===== src/rtl/xt_hb_master_arbiter_pkg.sv =====
// Shared types for the XT_HB master arbiter and its round-robin picker.
package xt_hb_master_arbiter_pkg;
  localparam int HB_ARB_IDX_W = 3;

  typedef enum logic [1:0] {IDLE, BUSY, ABORT} hb_arb_state_e;
  typedef enum logic {HB_OP_READ, HB_OP_WRITE} hb_op_e;
endpackage


===== src/rtl/xt_hb_master_arbiter_rr_first_picker.sv =====
// Combinational rotate-and-find-first: first set bit of req at or above ptr, wrapping.
module rr_first_picker
  import xt_hb_master_arbiter_pkg::*;
#(
  parameter int N = 2
) (
  input  logic [N-1:0]              req,
  input  logic [HB_ARB_IDX_W-1:0]   ptr,
  output logic [HB_ARB_IDX_W-1:0]   idx,
  output logic                      valid
);
  logic [2*N-1:0]          dbl;
  logic [HB_ARB_IDX_W-1:0] off;
  logic [HB_ARB_IDX_W:0]   sum;

  // Doubling req lets a plain right shift act as a rotate.
  assign dbl = {req, req} >> ptr;

  always_comb begin
    valid = 1'b0;
    off   = '0;
    for (int k = N - 1; k >= 0; k--) begin
      if (dbl[k]) begin
        valid = 1'b1;
        off   = HB_ARB_IDX_W'(k);
      end
    end
  end

  assign sum = {1'b0, ptr} + {1'b0, off};
  assign idx = (sum >= (HB_ARB_IDX_W+1)'(N)) ? HB_ARB_IDX_W'(sum - (HB_ARB_IDX_W+1)'(N))
                                              : sum[HB_ARB_IDX_W-1:0];
endmodule


===== src/rtl/xt_hb_master_arbiter.sv =====
// Round-robin arbiter serialising master reads/writes onto XT_HB, with a per-transaction timeout.
module xt_hb_master_arbiter
  import xt_hb_master_arbiter_pkg::*;
#(
  parameter int MASTER_NUM     = 2,
  parameter int ADDR_W         = 16,
  parameter int TIMEOUT_CYCLES = 256
) (
  input  logic                       hb_clk,
  input  logic                       rst,
  input  logic [MASTER_NUM-1:0]      m_read,
  input  logic [MASTER_NUM-1:0]      m_write,
  input  logic [MASTER_NUM*ADDR_W-1:0] m_raddr,
  input  logic [MASTER_NUM*ADDR_W-1:0] m_waddr,
  input  logic [MASTER_NUM*32-1:0]   m_wdata,
  input  logic [MASTER_NUM*2-1:0]    m_write_width,
  input  logic                       read_finish,
  input  logic                       write_finish,
  output logic                       bus_read,
  output logic                       bus_write,
  output logic [ADDR_W-1:0]          bus_raddr,
  output logic [ADDR_W-1:0]          bus_waddr,
  output logic [31:0]                bus_wdata,
  output logic [1:0]                 bus_write_width,
  output logic [MASTER_NUM-1:0]      read_grant,
  output logic [MASTER_NUM-1:0]      write_grant,
  output logic [MASTER_NUM-1:0]      stall_req,
  output logic                       bus_timeout,
  output logic [2:0]                 timeout_master
);
  localparam int IW    = HB_ARB_IDX_W;
  localparam int CNT_W = (TIMEOUT_CYCLES > 1) ? $clog2(TIMEOUT_CYCLES) : 1;
  localparam logic [CNT_W-1:0] CNT_LAST = CNT_W'((TIMEOUT_CYCLES > 0) ? TIMEOUT_CYCLES - 1 : 0);
  localparam logic [IW-1:0]    LAST_IDX = IW'(MASTER_NUM - 1);

  hb_arb_state_e          state, nstate;
  hb_op_e                 op;
  logic [IW-1:0]          owner, rr_ptr, tm, pick_idx, ptr_next;
  logic [CNT_W-1:0]       cnt;
  logic                   pick_vld, own_rd, own_wr, own_req, fin_match, to_hit, done_any;
  logic [MASTER_NUM-1:0]  req, own_oh, pick_oh;
  logic [ADDR_W-1:0]      sel_raddr, sel_waddr;
  logic [31:0]            sel_wdata;
  logic [1:0]             sel_width;

  assign req = m_read | m_write;

  rr_first_picker #(.N(MASTER_NUM)) u_pick (
    .req   (req),
    .ptr   (rr_ptr),
    .idx   (pick_idx),
    .valid (pick_vld)
  );

  for (genvar i = 0; i < MASTER_NUM; i++) begin : g_oh
    assign own_oh[i]  = (owner == IW'(i));
    assign pick_oh[i] = (pick_idx == IW'(i));
  end

  assign own_rd    = |(m_read & own_oh);
  assign own_wr    = |(m_write & own_oh);
  assign own_req   = (op == HB_OP_READ) ? own_rd : own_wr;
  assign fin_match = (op == HB_OP_READ) ? read_finish : write_finish;
  assign to_hit    = (TIMEOUT_CYCLES != 0) && (cnt == CNT_LAST);
  assign ptr_next  = (owner == LAST_IDX) ? '0 : IW'(owner + 1'b1);

  always_comb begin
    sel_raddr = '0;
    sel_waddr = '0;
    sel_wdata = '0;
    sel_width = '0;
    for (int i = 0; i < MASTER_NUM; i++) begin
      if (own_oh[i]) begin
        sel_raddr = m_raddr[i*ADDR_W +: ADDR_W];
        sel_waddr = m_waddr[i*ADDR_W +: ADDR_W];
        sel_wdata = m_wdata[i*32 +: 32];
        sel_width = m_write_width[i*2 +: 2];
      end
    end
  end

  always_ff @(posedge hb_clk or posedge rst) begin
    if (rst) state <= IDLE;
    else     state <= nstate;
  end

  always_comb begin
    nstate = state;
    case (state)
      IDLE:    if (pick_vld) nstate = BUSY;
      // A finish beats a coincident timeout; a withdrawn request drops quietly.
      BUSY:    if (fin_match)     nstate = IDLE;
               else if (!own_req) nstate = IDLE;
               else if (to_hit)   nstate = ABORT;
      ABORT:   nstate = IDLE;
      default: nstate = IDLE;
    endcase
  end

  always_comb begin
    bus_read        = 1'b0;
    bus_write       = 1'b0;
    bus_raddr       = '0;
    bus_waddr       = '0;
    bus_wdata       = '0;
    bus_write_width = '0;
    read_grant      = '0;
    write_grant     = '0;
    bus_timeout     = 1'b0;
    done_any        = 1'b0;
    case (state)
      BUSY: begin
        bus_read        = (op == HB_OP_READ);
        bus_write       = (op == HB_OP_WRITE);
        bus_raddr       = sel_raddr;
        bus_waddr       = sel_waddr;
        bus_wdata       = sel_wdata;
        bus_write_width = sel_width;
        read_grant      = (op == HB_OP_READ)  ? own_oh : '0;
        write_grant     = (op == HB_OP_WRITE) ? own_oh : '0;
        done_any        = fin_match;
      end
      ABORT: begin
        bus_timeout = 1'b1;
        done_any    = 1'b1;
      end
      default: ;
    endcase
    stall_req = rst ? '0 : (req & ~(own_oh & {MASTER_NUM{done_any}}));
  end

  assign timeout_master = tm;

  always_ff @(posedge hb_clk or posedge rst) begin
    if (rst) begin
      owner  <= '0;
      op     <= HB_OP_READ;
      rr_ptr <= '0;
      cnt    <= '0;
      tm     <= '0;
    end else begin
      case (state)
        IDLE: begin
          cnt <= '0;
          if (pick_vld) begin
            owner <= pick_idx;
            op    <= (|(m_read & pick_oh)) ? HB_OP_READ : HB_OP_WRITE;
          end
        end
        BUSY: begin
          if (fin_match) begin
            rr_ptr <= ptr_next;
            cnt    <= '0;
          end else if (!own_req) begin
            cnt <= '0;
          end else if (to_hit) begin
            tm  <= owner;
            cnt <= '0;
          end else if (TIMEOUT_CYCLES != 0) begin
            cnt <= cnt + 1'b1;
          end
        end
        ABORT: begin
          rr_ptr <= ptr_next;
          cnt    <= '0;
        end
        default: ;
      endcase
    end
  end
endmodule

===== config.mk =====
export PLATFORM = sky130hd
export DESIGN_NAME = xt_hb_master_arbiter
export DESIGN_NICKNAME = d
export VERILOG_FILES = /design/src/rtl/xt_hb_master_arbiter_pkg.sv /design/src/rtl/xt_hb_master_arbiter_rr_first_picker.sv /design/src/rtl/xt_hb_master_arbiter.sv
export SDC_FILE = /design/constraint.sdc
export NUM_CORES = 1
export LEC_CHECK = 0
export CORE_MARGIN = 2
export CORE_UTILIZATION = 29
export DETAILED_ROUTE_END_ITERATION = 8
export GPL_ROUTABILITY_DRIVEN = 0
export PLACE_DENSITY = 0.9
export REMOVE_ABC_BUFFERS = 1
export SLEW_MARGIN = 20
export SYNTH_ARGS = -nofsm -noshare
export SYNTH_HDL_FRONTEND = slang
export SYNTH_HIERARCHICAL = 1
export SYNTH_SLANG_ARGS = --single-unit

===== constraint.sdc =====
create_clock -name hb_clk -period 2.19 [get_ports hb_clk]
set_clock_uncertainty 0.05 [all_clocks]
set_input_delay 0.219 -clock hb_clk [delete_from_list [all_inputs] [get_ports hb_clk]]
set_output_delay 0.219 -clock hb_clk [all_outputs]
set_load 0.02 [all_outputs]

==> results of run 1 <==
## power by group through the flow
stage	Clock, mW	Sequential [mW]	Combinational, mW
2_1_floorplan	0	0.477	1.98
3_3_place_gp	0	0.468	4.19
3_5_place_dp	0	0.474	4.27
4_1_cts	0.240	0.471	4.01
5_1_grt	0.258	0.475	4.29
6_report	0.239	0.471	4.00
## worst max-delay path: stages, from the launching register on
cell and delay (ns):
dfrtp_1 0.39, inv_1 0.10, ha_1 0.26, a21oi_1 0.14
nor2b_1 0.10, a211oi_1 0.23, dlygate4sd2_1 0.37
## stage by stage
step           cells   util  TNS [ns]  hold WS (ns)  cell area, sq um
6_report         610  0.635         0         0.414              4580
3_3_place_gp     604  0.635    -0.997         0.435              4580
5_1_grt          610  0.635    -0.105         0.469              4580
3_5_place_dp     604  0.635     -1.32         0.438              4580
4_1_cts          609  0.639         0         0.433              4610
2_1_floorplan    264      -   -209.84         0.133              2040
## logic make-up after synthesis
family | share of synthesized area
xor gates and xnor gates | 0.0122
adders and majority gates | 0.0408
AOI/OAI and AO/OA | 0.337
DFF | 0.233
buffers and inverters | 0.0670
muxes | 0.0577
and+or+nand+nor | 0.252
## path summary, 6_finish.rpt
kind	startpoint	to	slack (ns)	depth (start not counted)
min	rst	timeout_master[1]	0.41	2
max	state[0]	stall_req[0]	0.07	6
max in group asynchronous	rst	owner[0]	1.20	2
min in group hb_clk	timeout_master[2]	timeout_master[2]	0.46	1
max reg2reg	rr_ptr[0]	op	0.11	8
min reg2reg	timeout_master[2]	timeout_master[2]	0.46	1
## flip-flops by register name, indices dropped and copies added, names as in the netlist
register and count:
cnt 8, rr_ptr 3, owner 3, timeout_master 3, op 1, state 2
## Yosys cell counts (3+ instances only)
master	number	area share
nor2b_1	4	0.012
ha_1	7	0.041
a211oi_1	3	0.010
a31oi_1	3	0.0087
mux2i_1	3	0.014
nand2_1	12	0.021
mux2_2	6	0.031
clkbuf_1	17	0.030
o21ai_0	6	0.014
buf_1	3	0.0052
a22o_1	3	0.012
nand2b_1	4	0.012
a21oi_1	3	0.0070
a22oi_1	67	0.23
nor2_1	71	0.12
dfrtp_1	20	0.23
buf_2	7	0.016
nor3_1	5	0.012
inv_1	9	0.016
## per-layer routing
layer  wire (microns)  track usage
met3              710       0.0503
met4              271       0.0641
met2             5930        0.509
met5                0            0
met1             3930        0.266
## final cells by class
| cell class | instances | area, sq um |
|---|---|---|
| fillers | 657 | 2630 |
| multi-input cells | 235 | 1550 |
| well taps | 99 | 124 |
| repair buffers | 243 | 2330 |
| flip-flops and latches | 20 | 500 |
| inverters | 9 | 33.8 |
| diodes | 1 | 2.50 |
| clock buffers | 3 | 41.3 |
## what timing repair did
action / 4_1_cts / 5_1_grt
setup endpoints to repair: 74 / 46
pin swaps: 5 / 4
resized for setup: 81 / 63
buffers inserted: 1 / 0
cloned: 1 / 0
==> impl_metrics.yaml, run 1 <==
job:
  maxCapViolations: 0
routing:
  vias: 3162
  routed_wl_microns: 10800
  ant_nets: 0
  drc: 0
  vias_per_cell: 5.18
  first_pass_iters: 5
  wl_per_cell_microns: 17.8
  drt_iter0_drc: 92
pwr:
  powerDensity_nw_per_um2: 1030
  internal_power_mw: 2.24
  power_switching_mw: 2.47
  p_sw_frac: 0.524
  pwr-share-seq: 0.100
  p_leak_nw: 2.11
  ir_drop_mv: 0.559
  power_frac_comb: 0.849
  clkPwrFrac: 0.051
  power.total_mw: 4.71
synthesis:
  postSynth.asyncResetShare: 1.00
  yosysSeqAreaShare: 0.233
  synth.avg_cell_area_sq_um: 7.38
  ys.warnings.count: 6
  ys_ff_latch: 20
  ys_types: 48
  postSynthCellCount: 291
  ys_dominant_reg_cell: "dfrtp_1"
  syn_area_sq_um: 2150
  synth-edff-count: 0
placed_design:
  dp_hpwl_microns: 8740
  pre_cts_slack_ns: -0.413
  io_buffers: 217
cells_and_area:
  layout_common_cells: "clkdlybuf4s50_1 (139), nor2_1 (69), a22oi_1 (67)"
  drive_gt1_frac: 0.141
  area_growth_pct: 113
  final_nets: 659
  final_common_cell: "clkdlybuf4s50_1"
sta:
  rsz0062_at_grt: "yes"
  worstMarginPinSlew_ns: 0.761
  final_hold_viol_count: 0
  maxSlewHeadroom: 0.492
  post-route-period-util: 0.968
  period_minus_slack_ns: 2.12
  clock.fmax_mhz: 472
  finalSetupViolCount: 0
  worst_slack_ns: 0.0698
  slew_viol_final: 0
global_route:
  grt.total_usage: 0.254
  grt_max_degree: 35
  antenna_found_initial: 1
  first_global_vias: 3192
  grt_pass1_wl_microns: 16800
  grt-ovfl-total: 0
clocking:
  clock_path_buffers: 2
  hold_buffers: 0
  h-tree-depth: 1
  clk_latency_ns: 0.26
  numCtsBuffers: 3
  clkTransAtPathRegs_ns: 0.07
  cts_sinks: 20
  cts_tree: "done"
  clockRootBuffer: "clkbuf_8"
worst_setup_path:
  arrival_ns: 1.85
  critPathKind: "reg -> out"
  critPathMaxFanout: 4
  worstSetupStartpointType: "register"
  worstSetupEndpointType: "output port"
  crit_required_ns: 1.92
status:
  status: "finished, final reports clean"
die:
  core_sq_um: 7210
  start_util: 0.298
  fp.dieW_microns: 90.0
  num_io_pins: 218
  num_rows: 31
  die_h_microns: 90.0
  dieArea_sq_um: 8110
hold_path:
  worstHoldPathType: "in -> async"
Power figures use the tool's default switching activity.
==> run 2, diff against run 1 <==
Settings changed: CTS_CLUSTER_DIAMETER set to 50.
==> results of run 2 <==
Same layout as run 1: the final DEF is identical, and so are final timing and power.
==> run 3, diff against run 2 <==
Settings changed: ABC_AREA set to 0.
==> results of run 3 <==
Same layout as run 1: the final DEF is identical, and so are final timing and power.
==> RTL edit: new RTL, settings of run 3 <==
The 3 states of `hb_arb_state_e` get a one-hot encoding in 3 bits.
--- a/src/rtl/xt_hb_master_arbiter_pkg.sv
+++ b/src/rtl/xt_hb_master_arbiter_pkg.sv
@@ -3,5 +3,5 @@
   localparam int HB_ARB_IDX_W = 3;
 
-  typedef enum logic [1:0] {IDLE, BUSY, ABORT} hb_arb_state_e;
+  typedef enum logic [2:0] {IDLE = 3'b001, BUSY = 3'b010, ABORT = 3'b100} hb_arb_state_e;
   typedef enum logic {HB_OP_READ, HB_OP_WRITE} hb_op_e;
 endpackage
Behaviour: same outputs for any inputs over 10 cycles, from zero or initial values and one cycle with rst high; not proved beyond that.
==> RTL edit against run 3 <==
Cell area grew 0.41%. Power shrank 26%. Count of clock-buffer cells in the layout is the same. Worst setup slack gained 0.015 ns. Utilization grew 0.95 points. First-iteration DRC count grew 35%. Area after synthesis shrank 1.7%. Global-route usage shrank 3.1 points. Sequential cell count grew 1. Wire length shrank 5.9%. Critical path depth shrank 1. Critical path type unchanged. Highest routed layer unchanged.
==> RTL edit: results (changes against run 3) <==
metric	value	unit	change
measured slew at the worst slew-check pin	0.526	ns	-0.235 ns
Clock Root Buffer	clkbuf_8		
met1 wire length	3920	um	-0.36%
Worst VDD drop	0.000825	V	+48%
Total Wirelength	10200	um	-5.9%
Post-Synth Adder-Cell Area	0.0178		-0.0230
post-route antenna net violation count	0		unchanged
Non-Filler Instances	611		+0.16%
Post-CTS Resized	128		+58%
number of I/O port buffers	217		unchanged
number of global-route vias before repair	2859		-10%
Fillers	592		-9.9%
initial antenna violation count	0		-1
first-pass GRT wire length	13900	um	-17%
CP delay by family, top	buffers and inverters		
worst-path fanout max	16		+12
met3 usage	0.0259		-0.0244
post-CTS setup buffer count	2		+1
initial DRC count	124		+35%
met1 usage	0.267		+0.00124
largest family of logic cells by synthesized area	compound AO/OA/AOI/OAI gates		
top cells by area, synth	a22oi_1, dfrtp_1, nor2_1		
metal2 WL	5440	um	-8.2%
Cell Area, Placed	0.00458	mm^2	about the same
Place WS	-0.563	ns	-0.150 ns
synth warn	6		unchanged
Primary FF master, synth	dfrtp_1		
max reg flops	8		unchanged
run status	finished, final reports clean		
crit path from	state[0]		
commonest cells in the netlist	nor2_1, a22oi_1, clkbuf_1, dfrtp_1, nand2_1		
post-synthesis mux area share	0.0611		+0.00336
Leakage Power	0.00189	uW	-10%
Total GRT Usage	0.223		-0.0312
Seq/Total Area, Yosys	0.250		+0.0165
Arr. time, crit path	1.84	ns	
nets@finish	656		-0.46%
Worst-path clk slew	0.07	ns	about the same
XOR/XNOR share of the synthesized area	0.0124		+0.000210
H-tree Lvls	1		unchanged
slowest cell on the critical path	or3b_4		
max incr delay on CP	0.42	ns	+0.03 ns
met2 usage	0.414		-0.0946
Cell variety after synth	46		-4.2%
DPL Wire Length	7930	um	-9.3%
proportion of layout cells with a drive suffix above 1	0.199		+0.0580
post-synthesis cell count	287		-1.4%
largest net degree at the start of global routing	44		+26%
WL met3	678	um	-4.5%
via count	3137		-0.79%
cts bufs inserted	3		unchanged
post-synthesis compound-gate area fraction	0.320		-0.0167
Worst-Skew Late Latency	0.26	ns	about the same
R2R Path Start	owner[1]		
antenna cells	0		-1
RTL edit: where the power goes:
group | total (uW) | switching, uW | internal (uW) | leakage (uW)
combinational | 2650 | 1330 | 1320 | 0.00160
clock | 253 | 126 | 127 | 0.0000255
sequential | 588 | 116 | 472 | 0.000272
RTL edit: final timing paths:
| kind | end | slack, ns | cells past startpoint |
|---|---|---|---|
| setup / recovery | bus_waddr[15] | 0.09 | 5 |
| hold / removal | rr_ptr[0] | 0.30 | 3 |
| setup reg to reg | timeout_master[0] | 0.09 | 4 |
| hold reg to reg | cnt[7] | 0.45 | 1 |
| max in group asynchronous | state[0] | 1.51 | 3 |
| min in group hb_clk | cnt[7] | 0.45 | 1 |
RTL edit: layout make-up:
class                   instances  area (um^2)  share of cell area
repair buffers                249         2360               0.513
multi-input cells             232         1520               0.330
flip-flops and latches         21          528               0.115
well taps                      99          124              0.0269
clock buffers                   3         41.3             0.00898
inverters                       6         22.5             0.00490
clock inverters                 1         5.00             0.00109
